## config.mk

```make
export PLATFORM = sky130hd
export DESIGN_NAME = pipe_ctrl
export DESIGN_NICKNAME = d
export VERILOG_FILES = /design/src/rtl/pipe_ctrl.sv
export SDC_FILE = /design/constraint.sdc
export NUM_CORES = 1
export LEC_CHECK = 0
export CAP_MARGIN = 20
export CORE_UTILIZATION = 33
export DETAILED_ROUTE_END_ITERATION = 12
export GPL_TIMING_DRIVEN = 0
export PLACE_DENSITY = 0.56
export SETUP_SLACK_MARGIN = 0.4
export SLEW_MARGIN = 0
export SYNTH_ARGS = -nofsm -noshare
export SYNTH_HDL_FRONTEND = slang
export SYNTH_SLANG_ARGS = --single-unit
```

## constraint.sdc

```tcl
create_clock -name clk -period 2.3 [get_ports clk]
set_input_delay 0.23 -clock clk [delete_from_list [all_inputs] [get_ports clk]]
set_output_delay 0.23 -clock clk [all_outputs]
set_load 0.02 [all_outputs]
```

## src/rtl/pipe_ctrl.sv

```systemverilog
// pipe_ctrl: hazard, stall and flush controller for the in-order pipeline.
// Drives the IF/ID select, PC enable, ID/EX bubble and EX hold; counts events.
module pipe_ctrl #(
    parameter int IMEM_TIMEOUT = 15,
    parameter int CNT_W        = 16
) (
    input  logic             clk,
    input  logic             rst,
    input  logic [4:0]       id_rs1,
    input  logic [4:0]       id_rs2,
    input  logic             id_use_rs1,
    input  logic             id_use_rs2,
    input  logic [4:0]       ex_rd,
    input  logic             ex_mem_read,
    input  logic             ex_redirect,
    input  logic             ex_mdu_busy,
    input  logic             imem_ready,
    output logic [1:0]       instr_sel,
    output logic             load_use,
    output logic             pc_write,
    output logic             idex_bubble,
    output logic             ex_hold,
    output logic             fetch_err,
    output logic [CNT_W-1:0] stall_cnt,
    output logic [CNT_W-1:0] flush_cnt,
    output logic [1:0]       state
);

    typedef enum logic [1:0] {
        RUN    = 2'b00,
        REPLAY = 2'b01,
        FLUSH  = 2'b10,
        WAIT   = 2'b11
    } state_t;

    localparam int WW = $clog2(IMEM_TIMEOUT + 1);

    state_t           cur;
    state_t           nxt;
    logic [WW-1:0]    wait_cnt;
    logic [WW-1:0]    wait_nxt;
    logic             held;
    logic             hazard;
    logic             ferr;
    logic [CNT_W-1:0] stall_q;
    logic [CNT_W-1:0] flush_q;

    assign hazard = ex_mem_read && (ex_rd != 5'd0) &&
                    ((id_use_rs1 && (id_rs1 == ex_rd)) ||
                     (id_use_rs2 && (id_rs2 == ex_rd)));

    always_comb begin
        instr_sel   = 2'b00;
        pc_write    = 1'b1;
        load_use    = 1'b0;
        idex_bubble = 1'b0;
        ex_hold     = 1'b0;
        nxt         = cur;
        if (ex_redirect) begin
            instr_sel   = 2'b10;
            idex_bubble = 1'b1;
            nxt         = FLUSH;
        end else if (ex_mdu_busy) begin
            pc_write  = 1'b0;
            load_use  = 1'b1;
            ex_hold   = 1'b1;
            instr_sel = (cur == REPLAY || held) ? 2'b01 : 2'b00;
        end else begin
            unique case (cur)
                FLUSH: begin
                    idex_bubble = 1'b1;
                    nxt         = RUN;
                end
                REPLAY: begin
                    instr_sel = 2'b01;
                    nxt       = RUN;
                end
                default: begin
                    if (cur == RUN && hazard) begin
                        load_use    = 1'b1;
                        pc_write    = 1'b0;
                        idex_bubble = 1'b1;
                        nxt         = REPLAY;
                    end else if (!imem_ready) begin
                        instr_sel = 2'b10;
                        pc_write  = 1'b0;
                        load_use  = 1'b1;
                        nxt       = WAIT;
                    end else begin
                        nxt = RUN;
                    end
                end
            endcase
        end
        // Reset forces the idle RUN outputs regardless of the pipeline inputs.
        if (!rst) begin
            instr_sel   = 2'b00;
            pc_write    = 1'b1;
            load_use    = 1'b0;
            idex_bubble = 1'b0;
            ex_hold     = 1'b0;
            nxt         = RUN;
        end
    end

    // The cycle that enters WAIT counts as the first imem-low cycle.
    always_comb begin
        wait_nxt = '0;
        if (nxt == WAIT) begin
            if (wait_cnt == WW'(IMEM_TIMEOUT))
                wait_nxt = wait_cnt;
            else
                wait_nxt = wait_cnt + WW'(1);
        end
    end

    always_ff @(posedge clk or negedge rst) begin
        if (!rst) begin
            cur      <= RUN;
            wait_cnt <= '0;
            ferr     <= 1'b0;
            held     <= 1'b0;
            stall_q  <= '0;
            flush_q  <= '0;
        end else begin
            cur      <= nxt;
            wait_cnt <= wait_nxt;
            held     <= load_use;
            if (wait_nxt == WW'(IMEM_TIMEOUT))
                ferr <= 1'b1;
            if (!pc_write && stall_q != '1)
                stall_q <= stall_q + CNT_W'(1);
            if (ex_redirect && flush_q != '1)
                flush_q <= flush_q + CNT_W'(1);
        end
    end

    assign state     = cur;
    assign fetch_err = ferr;
    assign stall_cnt = stall_q;
    assign flush_cnt = flush_q;

endmodule

```

; ---- Word-level counts from Yosys, hierarchy flattened
; Index checks and enable logic that the tools add are counted.
[totals]
register_bits = 40
inputBits = 23
output_inout_bits = 41
word_cells = 66
[classes]
n_addsub = 3
n_eq_ne = 9
mux = 35
reduce_logical = 13
[ops]
columns = op, count
row1 = adder 16 x 1 -> 16 bit (second input constant), 2
row2 = inequality test 16 bit (second input constant), 2
row3 = two-way mux 2 bit, 11
row4 = two-way mux 1 bit, 20
row5 = equality test 5 bit, 2
row6 = equality test 4 bit (second input constant), 2
row7 = two-way mux 4 bit, 2
row8 = logical AND 1 bit, 7
row9 = nonzero test 5 bit, 1
row10 = adder 4 x 1 -> 4 bit (second input constant), 1
row11 = equality test 2 bit (second input constant), 2
row12 = one-hot mux 2 bit (2 select lines), 1
row13 = equality test 2 x 1 -> 1 bit (second input constant), 1
row14 = zero test 2 bit, 1
row15 = logical OR 1 bit, 2
row16 = one-hot mux 1 bit (2 select lines), 1
row17 = OR reduction 2 bit, 1
row18 = zero test 1 bit, 1

; ---- Longest topological paths before layout
; Gate-level depths: netlist (run 1).
[logic_depth]
word_depth = 13
ltp_mapped = 9
ltp_nobuf = 8

; ---- Worst setup path after synthesis (run 1)
; Ideal clock, no wire load.
[synth_timing]
path_type = flip-flop to output port
start = register cur[0], in the netlist state[0]
end = output port instr_sel[1]
arrival_time_ps = 1742
required_time_ps = 2070
slack_ps = 328
path_stages_with_launch = 7
path_buffers = 0
path_cell_list = dfrtp_1 > inv_1 > ha_1 > o311a_4 > a2111oi_4 > nor2_1 > nor2b_1
[synth_via]
elab_chain_cells = 7
word_cells_on_any_way = 9
classes_between = eq/ne (2) / mux (5) / reduce/logical (2)
[synth_rtl]
columns = item, line
row1 = "start, declared", 38  ; state_t cur;
row2 = "start signal, assigned", 126  ; cur <= nxt;
row3 = zero test 2 bit, 79  ; if (cur == RUN && hazard) begin
row4 = logical AND 1 bit, 79
row5 = two-way mux 2 bit, 79
row6 = one-hot mux 2 bit (2 select lines) *, 69  ; unique case (cur)
row7 = two-way mux 2 bit *, 63  ; end else if (ex_mdu_busy) begin
row8 = two-way mux 2 bit *, 59  ; if (ex_redirect) begin
row9 = two-way mux 2 bit *, 96  ; if (!rst) begin
row10 = "end, declared", 18  ; output logic [1:0] instr_sel,
; Every way passes the cells marked *; elsewhere a longest branch is shown, timed or not.

; ---- Worst setup path in the final report (run 1)
[layout_timing]
start = input port ex_rd[2]
end = output port instr_sel[1]
[layout_via]
elab_chain_cells = 10
word_cells_on_any_way = 14
classes_between = eq/ne (2) / mux (5) / reduce/logical (7)
[layout_rtl]
columns = item, line
row1 = "start, declared", 13  ; input logic [4:0] ex_rd,
row2 = "equality test 5 bit, on equally long branches", "49, 50"
row3 = "logical AND 1 bit, on equally long branches", "49, 50"
row4 = logical OR 1 bit, 49  ; ((id_use_rs1 && (id_rs1 == ex_rd)) ||
row5 = logical AND 1 bit *, 48  ; assign hazard = ex_mem_read && (ex_rd != 5'd0) &&
row6 = logical AND 1 bit *, 79
row7 = two-way mux 2 bit *, 79
row8 = one-hot mux 2 bit (2 select lines) *, 69
row9 = two-way mux 2 bit *, 63
row10 = two-way mux 2 bit *, 59
row11 = two-way mux 2 bit *, 96
; Marks and branches as above.

==> results of run 1 <==
-- cell usage after synthesis (3+ instances only) --
library cell  number
nor2_1            14
a21oi_1            3
and4_1             3
xnor2_1           37
ha_1               7
nand2_1           20
nor3_1             3
nor2b_1            3
and3_1             8
nand4_1           12
inv_1              6
dfrtp_1           40
nand3_1           18
-- flip-flops by register name, indices dropped and copies added (netlist names) --
signal,flops
flush_cnt,16
fetch_err,1
wait_cnt,4
state,2
held,1
stall_cnt,16
-- repair_timing --
action | CTS | global route
setup buffers | 14 | 10
hold endpoints to repair | 5 | 0
resized for setup | 72 | 21
hold buffers | 2 | 0
endpoints found under the setup margin | 35 | 34
pin swaps | 22 | 21
cloned | 2 | 0
-- critical path, delay by kind of cell --
kind | cells | cell delay (ps)
AOI/OAI and AO/OA | 2 | 730
and+or+nand+nor | 3 | 580
buffers and inverters | 2 | 220
-- final timing paths --
path                              start             to  slack (ps)  cells past startpoint
max in group asynchronous           rst       state[0]        1020                      3
min in group clk            ex_mdu_busy       state[1]         330                      3
min reg2reg                   fetch_err      fetch_err         470                      2
max reg2reg                stall_cnt[9]   stall_cnt[1]         430                      8
max                            ex_rd[2]   instr_sel[1]         320                      7
min                                 rst  flush_cnt[13]          80                      2
-- through the flow --
stage          utilization (%)  cell area, µm²  setup slack (ps)  power, mW
6_report                  52.9            3340               317       2.20
5_1_grt                   52.9            3340               219       2.33
4_1_cts                   50.7            3200               299       2.15
3_5_place_dp              45.8            2890              -627       1.60
3_3_place_gp              45.6            2880             -1580       1.59
2_1_floorplan                -            2160               395       1.27
-- power groups by stage --
stage | combinational, mW | sequential (mW) | clock (mW)
after CTS | 0.717 | 0.934 | 0.503
after floorplan | 0.223 | 1.05 | 0
after global routing | 0.840 | 0.966 | 0.527
final | 0.773 | 0.941 | 0.484
after detailed placement | 0.645 | 0.953 | 0
after global placement | 0.640 | 0.953 | 0
-- cells in the final DEF (no fill, tap or decap), drive strengths merged, types with 3 or more instances in the layout --
cell type	Yosys	final
clkdlybuf4s50	0	39
nor3	3	3
buf	1	35
ha	7	7
nor2b	3	3
and4	3	3
and3	8	8
inv	6	6
nand2	20	20
dlygate4sd2	0	12
a21oi	3	3
o21ai	3	3
nand4	12	12
dfrtp	40	40
clkbuf	1	9
nand3	18	18
nor2	14	14
xnor2	37	37
-- cell type report --
cell class | instances | area share (%)
Multi-Input combinational cell | 156 | 36.6
Sequential cell | 40 | 30.2
Timing Repair Buffer | 91 | 26.4
Tap cell | 77 | 2.88
Clock buffer | 7 | 2.58
Inverter | 6 | 0.674
Buffer | 2 | 0.487
Clock inverter | 1 | 0.225
-- kinds of logic (layout without fill, tap and decap cells) --
kind of cell             after synthesis  count (layout)  share of synthesized area, %
AND/OR/NAND/NOR                       88              88                          21.1
multiplexers                           2               2                         0.989
flip-flops                            40              40                          46.5
buffers and inverters                  8             107                          1.80
XOR/XNOR                              39              39                          15.9
adder cells (fa/ha/maj)                7               7                          4.07
AO/OA/AOI/OAI                         20              20                          9.66
-- routing by layer --
metal | track usage (%) | share of wire, % | vias up
li1 | - | - | 909
met1 | 21.0 | 46 | 886
met2 | 23.8 | 45 | 56
met3 | 5.05 | 7.9 | 2
met4 | 4.66 | 0.54 | 0
met5 | 0 | 0 | -
==> out/qor.csv, run 1 <==
metric;value;unit
worst setup path category;in2out;
CTS tree;built;
clock latency on the worst-skew pair;290;ps
Slew Viols, Final;0;
setup repair after global routing missed its margin;yes;
peak supply drop;0.530;mV
# setup viols final;0;
gr usage total;15.6;%
Startpoint Class;primary input;
Site Rows;29;
outcome;finished clean;
GP Congestion;0.734;
GRT overflow;0;
Synth Cell Area;0.00215;mm²
register bit count reported by yosys;40;
Vert. Die Dim;82.7;µm
DRT antenna net count;0;
vias in the first global route;1662;
Worst-path clk slew;80;ps
CP Max Fanout;3;
Period minus WS final;1980;ps
post-synthesis async set-or-reset flop share;100;%
die footprint;0.00684;mm²
crit end category;output pin;
Clock Sinks;40;
clock skew;7.96;ps
mean post-synth cell area;10.5;µm²
PwrDens;658;mW/mm²
Top FF cell, synth;dfrtp_1;
Vias;1853;
Hold Vio Cnt, Final;0;
switch share;33.3;%
DP Cell Count;344;
initial core utilization;34.1;%
YS warnings;0;
Vias per Instance;4.88;
Die W;82.7;µm
CP max stage delay;380;ps
wirelength, routed;5320;µm
number of synthesized flops with an enable pin;0;
CTS root buffer;clkbuf_8;
Reg area;0.00101;mm²
internal power;1.47;mW
Slowest-stage cell, CP;a2111oi_4;
WP data required;2070;ps
Clk pwr share;22.0;%
setup TNS;0;ps
fillers;594;
Synth-to-Final Area Change;55.3;%
crit-path cells;buf_8, or3_4, o311a_4, a2111oi_4, nor2_2, nor2b_2, buf_6;
CTS Buf Count;5;
Yosys top cell by area;dfrtp_1;
sequential share of the synthesized area;46.5;%
core area;0.00631;mm²
first-pass GRT wire length;7960;µm
post-route DRC violation count;0;
Pre-antenna DRT Iters;4;
IO buf count;62;
fin crit share;86.2;%
Synth Net Count;234;
H-tree depth;2;
First DRT Iteration DRCs;50;
largest net degree at the start of global routing;21;
Avg WL per Cell;14.0;µm
initial antenna violation count;0;
DP Wirelength;3310;µm
Hold Slack;79.2;ps
# IOs;64;
share of layout cells above drive strength 1;26.4;%
Diodes inserted;0;
Flop pwr share;42.8;%
top cell type's share of synthesized area;46.5;%
ranking of synthesized cells by area;dfrtp_1 (47%), xnor2_1 (15%), nand3_1 (4.2%);
Worst Max-Slew Pin Slew;759;ps
Cell Count, Final, Fillers Out;380;
NetSw;0.731;mW
Max-slew headroom;49.2;%
CP arrival;1750;ps
Hold Path Class;in2async;
max-cap violations;0;
fin nets;332;
Logic pwr share;35.2;%
area of the multi-input gates;0.00122;mm²
post-synth cell types;38;
fmax;0.504;GHz
Static Leak;1.40;nW
Post-Synthesis Cells;204;
clock tree buffer depth;2;
No activity file was read; power rests on OpenSTA's default activity.
==> inputs of run 2 (changes only) <==
==> constraint.sdc (replaced) <==
create_clock -name clk -period 1.94 [get_ports clk]
set_input_delay 0.194 -clock clk [delete_from_list [all_inputs] [get_ports clk]]
set_output_delay 0.194 -clock clk [all_outputs]
set_load 0.02 [all_outputs]
==> run 2 against run 1 <==
First-iteration DRC count fell by 14%. Largest power group unchanged. Combinational power up 41%. Register-to-register slack lost 380 ps. Non-clock buffer count grew 22. Cell area up 16%.
==> out/qor.csv, run 2 (same netlist as run 1, synthesis figures left out) <==
metric;value;unit;change
Vias per Instance;4.90;;+0.50%
Worst-path clk slew;90;ps;about the same
Worst Max-Slew Pin Slew;672;ps;-87.0 ps
die footprint;0.00684;mm²;unchanged
clock skew;17.2;ps;+9.22 ps
CP arrival;1720;ps;-30 ps
Vert. Die Dim;82.7;µm;unchanged
crit end category;output pin;;
Site Rows;29;;unchanged
worst reg-to-reg setup slack;50;ps;-380 ps
worst setup path category;reg2out;;
CP Max Fanout;3;;unchanged
Clock Sinks;40;;unchanged
DP Cell Count;344;;unchanged
Setup WS pre-CTS;-926;ps;-299 ps
Total Power;2.88;mW;+31%
Vias;1970;;+6.3%
Placed Area;0.00301;mm²;+4.1%
GRT overflow;0;;unchanged
share of layout cells above drive strength 1;46.5;%;+20 points
setup TNS;0;ps;unchanged
# setup viols final;0;;unchanged
core area;0.00631;mm²;unchanged
post-route DRC violation count;0;;unchanged
post-route setup slack;22.8;ps;-294 ps
CTS tree;built;;
max-cap violations;0;;unchanged
Hold Path Class;in2reg;;
wirelength, routed;5880;µm;+10%
initial antenna violation count;0;;unchanged
PwrDens;743;mW/mm²;+13%
largest net degree at the start of global routing;16;;-24%
final instance area;0.00387;mm²;+16%
busiest layer in global routing;met2;;
DP Wirelength;3590;µm;+8.6%
vias in the first global route;1900;;+14%
CTS root buffer;clkbuf_8;;
most frequent cells in the layout;dlygate4sd2_1 (32), buf_4 (31), dfrtp_1 (30), xnor2_1 (26), buf_6 (18);;
fin nets;354;;+6.6%
GP Congestion;0.697;;-5.0%
initial core utilization;34.1;%;unchanged
Startpoint Class;flop;;
Slew Viols, Final;0;;unchanged
Static Leak;1.86;nW;+33%
DRT antenna net count;0;;unchanged
GR Util met3;3.85;%;-1.2 points
Max-slew headroom;55.0;%;+5.8 points
FF-to-FF Start;state[0];;
Synth-to-Final Area Change;79.8;%;
Period minus WS final;1920;ps;
Pre-antenna DRT Iters;4;;unchanged
Diodes inserted;0;;unchanged
Hold Vio Cnt, Final;0;;unchanged
# IOs;64;;unchanged
fin crit share;98.8;%;
min-delay src;ex_mdu_busy;;
IO buf count;62;;unchanged
clock tree buffer depth;2;;unchanged
H-tree depth;2;;unchanged
setup repair after global routing missed its margin;yes;;
gr usage total;17.8;%;+2.2 points
post-route core utilization;61.3;%;+8.3 points
Cell Count, Final, Fillers Out;402;;+5.8%
met1 Use GR;23.5;%;+2.6 points
first-pass GRT wire length;9110;µm;+14%
Avg WL per Cell;14.6;µm;+4.3%
fmax;0.522;GHz;
Hold Slack;281;ps;+202 ps
Die W;82.7;µm;unchanged
commonest non-fill, non-tap cell in the layout;dlygate4sd2_1;;
First DRT Iteration DRCs;43;;-14%
peak supply drop;0.559;mV;+5.4%
M2 GR Usage;29.2;%;+5.4 points
clock latency on the worst-skew pair;300;ps;about the same
outcome;finished clean;;
CTS Buf Count;5;;unchanged
WP data required;1750;ps;-320 ps
Setup crit start;state[0];;
run 2: cell types whose count changed in the layout (fill, tap and decap cells not counted), sizes merged:
| cell | change |
|---|---|
| dlymetal6s2s | +6 |
| dlygate4sd3 | +1 |
| clkdlybuf4s50 | -31 |
| buf | +22 |
| dlygate4sd2 | +20 |
| clkinvlp | -1 |
| clkinv | +1 |
| bufinv | +1 |
| clkdlybuf4s15 | +2 |
| clkbuf | +1 |
run 2: final cells by class:
cell class / instances / area (µm²)
well taps: 77 / 96.3
multi-input cells: 156 / 1490
clock buffers: 6 / 72.6
fillers: 566 / 2450
repair buffers: 113 / 1120
plain buffers: 2 / 20.0
clock inverters: 2 / 35.0
flip-flops and latches: 40 / 1010
inverters: 6 / 22.5
run 2: report_power, final:
group	total [mW]	internal [mW]	leakage, nW	switching, mW
combinational	1.09	0.558	1.29	0.528
sequential	1.11	0.962	0.518	0.144
clock	0.683	0.382	0.0552	0.301
total	2.88	1.90	1.86	0.973
run 2: worst max-delay path, stage by stage (launching register included):
cell and delay [ps]:
dfrtp_2 380, inv_2 60, ha_4 150, o311a_4 140, a2111oi_4 350, nor2_2 80, nor2b_2 140, buf_6 130
run 2: routing by layer:
layer  wire length (µm)  part of all wire (%)  up-vias
met1               2730                    46      947
met5                  0                     0        -
met4                 60                   1.0        0
met3                339                   5.8        7
met2               2750                    47       53
li1                   -                     -      963
run 2: final timing paths:
check | endpoint | cells past startpoint
min in group asynchronous | stall_cnt[1] | 2
worst min register to register | fetch_err | 2
worst min-delay path | state[1] | 3
max in group asynchronous | flush_cnt[3] | 2
worst max register to register | stall_cnt[15] | 10
worst max-delay path | instr_sel[1] | 7
run 2: repair_timing:
action | CTS | global route
pin swaps | 50 | 29
buffers inserted | 34 | 11
gates cloned | 2 | 0
resized for setup | 136 | 36
setup endpoints to repair | 61 | 50
hold buffers | 3 | 0
hold endpoints to repair | 25 | 0
==> inputs of run 3 (changes only) <==
--- a/config.mk
+++ b/config.mk
@@ -6,6 +6,7 @@
 export NUM_CORES = 1
 export LEC_CHECK = 0
 export CAP_MARGIN = 20
+export CORE_MARGIN = 3
 export CORE_UTILIZATION = 33
 export DETAILED_ROUTE_END_ITERATION = 12
 export GPL_TIMING_DRIVEN = 0
@@ -15,3 +16,4 @@
 export SYNTH_ARGS = -nofsm -noshare
 export SYNTH_HDL_FRONTEND = slang
 export SYNTH_SLANG_ARGS = --single-unit
+export TNS_END_PERCENT = 1
==> run 3 against run 2 <==
Sequential cell count is the same. Wire length is 9.5% lower. First-iteration DRC count is 9.3% higher. Cell area shrank 13%. Utilization down 6.2 points. Critical path type unchanged. Largest power group unchanged.
==> out/qor.csv, run 3 (same netlist as run 1, synthesis figures left out) <==
metric;value;unit;change
outcome;finished clean;;
Max-slew headroom;50.1;%;-5.0 points
Flop pwr share;42.9;%;+4.4 points
met1 Use GR;20.0;%;-3.5 points
fin nets;320;;-9.6%
Slew Viols, Final;0;;unchanged
Clk pwr share;26.9;%;+3.1 points
GP Congestion;0.760;;+8.9%
largest net degree at the start of global routing;21;;+5
setup repair after global routing missed its margin;yes;;
busiest layer in global routing;met2;;
clock skew;7.44;ps;-9.74 ps
FF-to-FF End;stall_cnt[1];;
max-cap violations;0;;unchanged
Diodes inserted;0;;unchanged
crit end category;output pin;;
CTS Buf Count;5;;unchanged
DRT antenna net count;0;;unchanged
CP top delay family;compound AO/OA/AOI/OAI gates;;
die footprint;0.00752;mm²;+9.9%
post-route DRC violation count;0;;unchanged
gr usage total;14.4;%;-3.4 points
fmax;0.524;GHz;+0.55%
worst setup path category;reg2out;;
H-tree depth;2;;unchanged
vias in the first global route;1731;;-8.9%
core area;0.00613;mm²;-2.9%
share of layout cells above drive strength 1;31.3;%;-15 points
commonest non-fill, non-tap cell in the layout;xnor2_1;;
Site Rows;28;;-3.4%
PwrDens;781;mW/mm²;+5.0%
GRT overflow;0;;unchanged
Period minus WS final;1910;ps;-10.6 ps
WP data required;1750;ps;about the same
FF-to-FF path depth;8;;-2
Clock Sinks;40;;unchanged
Slowest-stage cell, CP;dfrtp_2;;
Setup crit start;state[1];;
Pre-antenna DRT Iters;4;;unchanged
fin crit share;98.3;%;-0.54 points
# setup viols final;0;;unchanged
GR Util met3;3.71;%;-0.14 points
IO buf count;62;;unchanged
First DRT Iteration DRCs;47;;+9.3%
NetSw;0.901;mW;-7.4%
most frequent cells in the layout;xnor2_1 (35), dfrtp_1 (32), dlygate4sd2_1 (31), nand2_1 (14);;
Worst-path clk slew;90;ps;about the same
peak supply drop;0.552;mV;-1.2%
post-route core utilization;55.0;%;-6.2 points
Vert. Die Dim;86.7;µm;+4.8%
Hold Vio Cnt, Final;0;;unchanged
CP Max Fanout;3;;unchanged
clock tree buffer depth;2;;unchanged
Static Leak;1.62;nW;-13%
switch share;34.2;%;+0.36 points
clock latency on the worst-skew pair;290;ps;about the same
Synth-to-Final Area Change;56.9;%;
CP arrival;1710;ps;about the same
Startpoint Class;flop;;
CP max stage delay;380;ps;about the same
setup TNS;0;ps;unchanged
CTS tree;built;;
M2 GR Usage;22.2;%;-7.0 points
crit-path cells;inv_2, ha_4, o311a_4, a2111oi_4, nor2_2, nor2b_2, buf_6;;
Worst Max-Slew Pin Slew;746;ps;+74.1 ps
first-pass GRT wire length;8630;µm;-5.3%
internal power;1.73;mW;-8.9%
worst reg-to-reg setup slack;50;ps;about the same
CTS root buffer;clkbuf_8;;
Die W;86.7;µm;+4.8%
Vias per Instance;5.00;;+2.0%
initial core utilization;35.1;%;+1.0 points
wirelength, routed;5320;µm;-9.5%
# IOs;64;;unchanged
Logic pwr share;30.2;%;-7.6 points
DP Wirelength;3570;µm;-0.57%
Hold Path Class;in2async;;
FF-to-FF Start;stall_cnt[0];;
buffers and inverters on the worst path;2;;unchanged
Avg WL per Cell;14.5;µm;-0.60%
Vias;1829;;-7.2%
initial antenna violation count;0;;unchanged
## run 3: changes by cell type in the layout (fill, tap and decap cells not counted), sizes merged
cell and change:
buf -33, dlygate4sd2 -1, clkdlybuf4s50 +1, dlymetal6s2s +6
dlygate4sd3 -1, clkbuf -4, clkinv -1, clkdlybuf4s15 -3
inv +1, clkinvlp +1
## run 3: power groups by stage
stage	combinational, mW	sequential, mW	clock (mW)
finish	0.796	1.13	0.708
detailed placement	0.787	1.14	0
CTS	0.799	1.13	0.735
floorplan	0.275	1.26	0
global route	0.863	1.16	0.761
global placement	0.775	1.14	0
## run 3: area by class of cell
cell class / count / area [µm²]
repair buffers: 79 / 790
multi-input cells: 156 / 1330
well taps: 75 / 93.8
clock inverters: 3 / 46.3
flip-flops and latches: 40 / 1010
inverters: 6 / 22.5
plain buffers: 2 / 16.3
fillers: 562 / 2760
clock buffers: 5 / 68.8
## run 3: worst max-delay path by stage
stage                     to  slack [ps]  cells after the start
2_1_floorplan   stall_cnt[8]          90                      8
3_3_place_gp    stall_cnt[8]       -1860                      7
3_5_place_dp    instr_sel[1]        -930                      7
4_1_cts         instr_sel[1]          -6                      7
5_1_grt        stall_cnt[11]         -60                      9
6_report        instr_sel[1]          30                      7
## run 3: timing repair
item,CTS,global route
hold buffers,2,0
pin swaps,74,33
endpoints found under the setup margin,65,55
gates resized for setup,116,16
cloned,1,0
hold endpoints to repair,20,0
setup buffers,9,4
## run 3: stage by stage
stage / worst slack (ps) / instance area, µm² / hold slack, ps / cells / power (mW)
detailed placement: -928 / 2950 / 35.4 / 342 / 1.93
finish: 33.4 / 3370 / 28.4 / 366 / 2.63
floorplan: 91.7 / 2220 / -102 / 204 / 1.53
global placement: -1860 / 2930 / 453 / 341 / 1.92
CTS: -6.16 / 3290 / 31.1 / 362 / 2.67
global route: -60.0 / 3370 / 38.4 / 366 / 2.78
## run 3: layer usage
| layer | vias to the layer above | part of all wire, % | routed length, µm |
|---|---|---|---|
| met1 | 885 | 47 | 2520 |
| met2 | 53 | 45 | 2380 |
| li1 | 885 | - | - |
| met4 | 0 | 0.98 | 52 |
| met3 | 6 | 6.9 | 366 |
| met5 | - | 0 | 0 |
